**src/rtl/huff_pkg.sv**
```systemverilog
// Shared widths, flag constants and state type for the Huffman front end.
// The collator imports the same package so entry layouts stay in lockstep.
package huff_pkg;

    localparam int SYM_W   = 8;
    localparam int CNT_W   = 6;
    localparam int ENTRY_W = 1 + SYM_W + CNT_W;

    localparam logic LEAF = 1'b0;
    localparam logic NODE = 1'b1;

    localparam logic [CNT_W-1:0] EMPTY_FREQ = 6'h3F;
    localparam logic [CNT_W-1:0] MAX_FREQ   = 6'h3E;

    typedef enum logic [1:0] {
        S_COUNT,
        S_EMIT,
        S_DONE
    } state_t;

endpackage

```
**src/rtl/huff_sym_cam.sv**
```systemverilog
// Parallel symbol lookup over the counter's table; returns hit and index.
// Stored symbols are distinct, so at most one match bit is ever set.
module huff_sym_cam
    import huff_pkg::*;
#(
    parameter int NUM_SYM = 8,
    parameter int IDX_W   = $clog2(NUM_SYM)
) (
    input  logic [NUM_SYM-1:0][SYM_W-1:0] syms,
    input  logic [NUM_SYM-1:0]            vld,
    input  logic [SYM_W-1:0]              key,
    output logic                          hit,
    output logic [IDX_W-1:0]              hit_idx
);

    logic [NUM_SYM-1:0] match;

    always_comb begin
        match   = '0;
        hit_idx = '0;
        for (int i = 0; i < NUM_SYM; i++) begin
            match[i] = vld[i] && (syms[i] == key);
            if (match[i]) begin
                hit_idx = hit_idx | IDX_W'(i);
            end
        end
    end

    assign hit = |match;

endmodule

```
**src/rtl/huff_freq_counter.sv**
```systemverilog
// Symbol frequency table feeding the Huffman collator, one leaf per cycle.
// Build with HUFF_FREQ_SAT_EN to saturate counts silently at MAX_FREQ.
module huff_freq_counter
    import huff_pkg::*;
#(
    parameter int NUM_SYM = 8
) (
    input  logic                     clk,
    input  logic                     rst,
    input  logic                     sym_valid,
    input  logic [SYM_W-1:0]         sym_data,
    input  logic                     sym_last,
    output logic                     sym_ready,
    output logic                     down,
    output logic [ENTRY_W-1:0]       group_data,
    output logic [$clog2(NUM_SYM):0] n_sym,
    output logic                     done,
    output logic                     err_ovf
);

    localparam int IDX_W = $clog2(NUM_SYM);
    localparam int N_W   = IDX_W + 1;

    state_t state, state_nx;

    logic [NUM_SYM-1:0][SYM_W-1:0] sym_tab;
    logic [NUM_SYM-1:0][CNT_W-1:0] cnt_tab;
    logic [NUM_SYM-1:0]            vld;
    logic [IDX_W-1:0]              emit_idx;

    logic             hit;
    logic [IDX_W-1:0] hit_idx;
    logic             accept;
    logic             full;
    logic             last_emit;

    huff_sym_cam #(
        .NUM_SYM (NUM_SYM),
        .IDX_W   (IDX_W)
    ) u_cam (
        .syms    (sym_tab),
        .vld     (vld),
        .key     (sym_data),
        .hit     (hit),
        .hit_idx (hit_idx)
    );

    assign sym_ready = (state == S_COUNT);
    assign accept    = sym_valid && sym_ready;
    assign full      = (n_sym == N_W'(NUM_SYM));
    assign last_emit = ({1'b0, emit_idx} == (n_sym - 1'b1));

    always_comb begin
        state_nx = state;
        unique case (state)
            S_COUNT: begin
                if (accept && sym_last) begin
                    state_nx = S_EMIT;
                end
            end
            S_EMIT: begin
                if ((n_sym == '0) || last_emit) begin
                    state_nx = S_DONE;
                end
            end
            S_DONE:  state_nx = S_COUNT;
            default: state_nx = S_COUNT;
        endcase
    end

    always_ff @(posedge clk) begin
        if (!rst) begin
            state      <= S_COUNT;
            sym_tab    <= '0;
            cnt_tab    <= '0;
            vld        <= '0;
            n_sym      <= '0;
            emit_idx   <= '0;
            down       <= 1'b0;
            group_data <= '0;
            done       <= 1'b0;
            err_ovf    <= 1'b0;
        end else begin
            state <= state_nx;
            down  <= 1'b0;
            done  <= 1'b0;
            unique case (state)
                S_COUNT: begin
                    emit_idx <= '0;
                    if (accept) begin
                        if (hit) begin
                            if (cnt_tab[hit_idx] != MAX_FREQ) begin
                                cnt_tab[hit_idx] <= cnt_tab[hit_idx] + 1'b1;
                            end else begin
`ifdef HUFF_FREQ_SAT_EN
                                err_ovf <= err_ovf;
`else
                                err_ovf <= 1'b1;
`endif
                            end
                        end else if (!full) begin
                            sym_tab[n_sym[IDX_W-1:0]] <= sym_data;
                            cnt_tab[n_sym[IDX_W-1:0]] <= CNT_W'(1);
                            vld[n_sym[IDX_W-1:0]]     <= 1'b1;
                            n_sym                     <= n_sym + 1'b1;
                        end else begin
                            err_ovf <= 1'b1;
                        end
                    end
                end
                S_EMIT: begin
                    if (n_sym != '0) begin
                        down       <= 1'b1;
                        group_data <= {LEAF, sym_tab[emit_idx],
                                       cnt_tab[emit_idx]};
                        emit_idx   <= emit_idx + 1'b1;
                    end
                end
                S_DONE: begin
                    done       <= 1'b1;
                    sym_tab    <= '0;
                    cnt_tab    <= '0;
                    vld        <= '0;
                    n_sym      <= '0;
                    err_ovf    <= 1'b0;
                    group_data <= '0;
                end
                default: ;
            endcase
        end
    end

endmodule

```
**config.mk**
```make
export PLATFORM = sky130hd
export DESIGN_NAME = huff_freq_counter
export DESIGN_NICKNAME = d
export VERILOG_FILES = /design/src/rtl/huff_pkg.sv /design/src/rtl/huff_sym_cam.sv /design/src/rtl/huff_freq_counter.sv
export SDC_FILE = /design/constraint.sdc
export NUM_CORES = 1
export LEC_CHECK = 0
export CAP_MARGIN = 5
export CORE_MARGIN = 4
export CORE_UTILIZATION = 40
export DETAILED_ROUTE_END_ITERATION = 8
export PLACE_DENSITY = 0.55
export SYNTH_ARGS = -nofsm -noshare
export SYNTH_HDL_FRONTEND = slang
export SYNTH_HIERARCHICAL = 1
export SYNTH_SLANG_ARGS = --single-unit
```
**constraint.sdc**
```tcl
create_clock -name clk -period 4.8 [get_ports clk]
set_input_delay 0.72 -clock clk [delete_from_list [all_inputs] [get_ports clk]]
set_output_delay 0.72 -clock clk [all_outputs]
set_load 0.01 [all_outputs]
```
==> flow_summary_export.csv <==
group,metric,value,unit
timing,report.final.slew_viol_count,0,
setup_path,arrival,4.82,ns
timing,fmaxAchievable,224,MHz
final_layout,final_common_cell,"dfxtp_1",
placement,dp.cells,1133,
route,vias,6735,
clock_tree,cts_hold_buf,0,
setup_path,crit_path_max_incr_delay,0.63,ns
route,avgRoutedWirePerCell,21.1,um
clock_tree,cts_buffers,17,
placement,port_buffers,33,
synth,ys_seq_area_frac,0.362,
synth,synth_edf_count,0,
timing,setup_ws,0.330,ns
timing,worstMarginPinSlew,1.09,ns
final_layout,regArea,2920,um^2
clock_tree,tritoncts,"yes",
clock_tree,clk_pin_slew,0.07,ns
synth,yosysUniqueCellTypes,66,
setup_path,crit_fanout,31,
floorplan,fp.dieH,150,um
setup_path,worst_setup_path_start_kind,"input pin",
timing,period_minus_slack,4.47,ns
global_routing,antenna_found_initial,0,
final_layout,nets,905,
clock_tree,clkSinkCount,146,
final_layout,syn_to_final_growth,17.2,%
worst_hold_path,min_path_type,"reg -> reg",
synth,syn-num-nets,866,
floorplan,core-area,19700,um^2
route,routed_wl,24500,um
setup_path,reg2reg_from,"sym_tab[51]$_SDFFE_PN0P_",
route,vias_per_cell,5.78,
power_and_ir_drop,power_density,303,nW/um^2
job,cap_viol_max_count,0,
setup_path,cp_num_buf_inv,3,
synth,synth_top_area_frac,0.362,
setup_path,crit_path_top_delay_cell,"or4_1",
timing,slew_headroom,0.272,
final_layout,nFillCells,1899,
setup_path,path_cells,"clkdlybuf4s50_1 > buf_4 > xor2_1 > nor4_1 > a31oi_1 > nand2_1 > buf_12 > mux4_1 > mux2i_4 > a221o_4 > o31ai_4 > or4_1 > o22ai_1",
timing,setup_viol,0,
synth,synth_area_per_cell,9.53,um^2
final_layout,diodes,0,
clock_tree,cts_setup_buffers,0,
synth,async_reset_ff_frac,0,
worst_hold_path,worstHoldStart,"err_ovf$_SDFFE_PN0P_",
clock_tree,worst_skew_pair.late_latency,0.43,ns
setup_path,crit_family,"simple AND/OR/NAND/NOR gates",
placement,gp_congestion,0.933,
route,drt_iter0_markers,612,
synth,synth.yosys.warnings,6,
global_routing,grt_pass1_wl,38300,um
global_routing,first_global_vias,6631,
placement,dp_slack,-0.0480,ns
synth,synth.area.top_cells,"dfxtp_1, mux2i_1, mux4_2",
clock_tree,clk_path_buf_depth,2,
global_routing,grtUsageTotal,0.222,
synth,synthFlopType,"dfxtp_1",
power_and_ir_drop,p_leak,0.00318,uW
final_layout,multiInputGateArea,4740,um^2
final_layout,layout-drive-gt1-share,0.162,
floorplan,ios,35,
setup_path,critical_path.endpoint_type,"flip-flop",
setup_path,worstPathRequired,5.15,ns
floorplan,dieArea,22500,um^2
final_layout,finalNonFillerCells,1165,
synth,synth-seq-cells,146,
setup_path,crit_type,"in -> reg",
clock_tree,cts.repair.resized,0,
route,detail-route-antenna-nets,0,
floorplan,chipWidth,150,um
timing,rsz0062_at_grt,"false",
synth,synth_cells,848,
timing,post-route-period-util,0.931,
route,drc,0,
timing,skew,0.0144,ns
floorplan,rows,51,
setup_path,critPathLaunch,"sym_data[6]",
placement,dp_hpwl,17600,um
global_routing,grt_start_max_net_pins,60,
run_status,status,"completed",
clock_tree,root_buffer,"clkbuf_16",
clock_tree,htreeDepth,4,
route,drtPass1Iterations,5,
synth,netlist_area,8080,um^2
floorplan,initial_core_util,0.411,
final_layout,mostFrequentLayoutCells,"dfxtp_1, nor2_1, mux2i_1",
synth,yosysTopAreaCell,"dfxtp_1",
global_routing,globalRouteOverflowTotal,0,
timing,final_hold_viol_count,0,
power_and_ir_drop,irDropWorstVdd,0.237,mV
==> cell usage after synthesis, drive strengths merged, types with 2 or more instances <==
| master | n |
|---|---|
| mux2 | 5 |
| and2b | 2 |
| nor3b | 5 |
| o31ai | 4 |
| a311oi | 4 |
| nor2 | 142 |
| a22o | 6 |
| a21o | 2 |
| mux4 | 33 |
| buf | 35 |
| nor4 | 6 |
| nand3b | 3 |
| o22ai | 5 |
| o211a | 2 |
| nand2 | 38 |
| or2 | 3 |
| and3 | 3 |
| nor3 | 14 |
| clkbuf | 34 |
| o21ai | 17 |
| nor2b | 3 |
| inv | 16 |
| a31oi | 22 |
| nand4b | 2 |
| a32o | 24 |
| xnor2 | 63 |
| ha | 6 |
| or3 | 3 |
| dfxtp | 146 |
| o2bb2ai | 3 |
| a21oi | 25 |
| nand4 | 13 |
| and3b | 2 |
| or4 | 4 |
| nand3 | 20 |
| o21bai | 2 |
| xor2 | 13 |
| a22oi | 17 |
| o31a | 4 |
| mux2i | 73 |
| nand2b | 4 |
| a2bb2oi | 2 |
| o21a | 7 |
==> tightest hold or removal path: cells and delay by family, from the launching register on <==
family | cells | cell delay, ns
buffers and inverters | 1 | 0.05
AO/OA/AOI/OAI | 1 | 0.05
flip-flops | 1 | 0.31
==> stage by stage <==
stage	hold slack (ns)	utilization	total power, uW	TNS, ns	cell area, um^2
final	0.453	0.482	2870	0	9470
after global routing	0.497	0.482	2960	0	9470
after CTS	0.467	0.482	2890	0	9470
after detailed placement	0.457	0.452	1550	-0.152	8880
after global placement	0.454	0.452	1550	-0.0133	8880
after floorplan	0.437	-	1460	0	8080
==> routing by layer <==
metal  routed length, um  global-route usage
met2               12300               0.387
met5                   0                   0
met3                1360              0.0503
met4                 614              0.0727
met1               10200               0.273
==> power breakdown <==
part,leakage [uW],internal [uW],switching [uW]
registers,0.00118,1230,24.6
clock network,0.000288,739,599
logic,0.00171,112,161
total,0.00318,2080,784
==> state kept, by name, indices dropped and copies added (netlist names) <==
signal / flops
group_data: 14
err_ovf: 1
vld: 8
done: 1
cnt_tab: 48
emit_idx: 3
n_sym: 4
down: 1
state: 2
sym_tab: 64
==> cell type report <==
cell class / count / share of cell area
Sequential cell: 146 / 0.309
Multi-Input combinational cell: 617 / 0.501
Inverter: 16 / 0.00634
Clock inverter: 15 / 0.0169
Timing Repair Buffer: 89 / 0.0872
Tap cell: 265 / 0.0350
Clock buffer: 17 / 0.0449
==> kinds of logic (layout without fill, tap and decap cells) <==
logic type,after synthesis,in the layout,share of synthesized area
mux,111,111,0.192
flops,146,146,0.362
xor+xnor,76,76,0.0842
buf+inv,85,137,0.0519
other cells,1,1,0.000464
simple gates,270,270,0.159
fa+ha+maj,6,6,0.00929
compound gates,153,153,0.141
==> path summary, 6_finish.rpt <==
kind                              end  slack, ns  cells past startpoint
min              err_ovf$_SDFFE_PN0P_       0.45                      2
max reg2reg  cnt_tab[25]$_SDFFE_PN0P_       0.93                     16
max          cnt_tab[46]$_SDFFE_PN0P_       0.33                     13
min reg2reg      err_ovf$_SDFFE_PN0P_       0.45                      2
(Power assumes the default switching activity.)
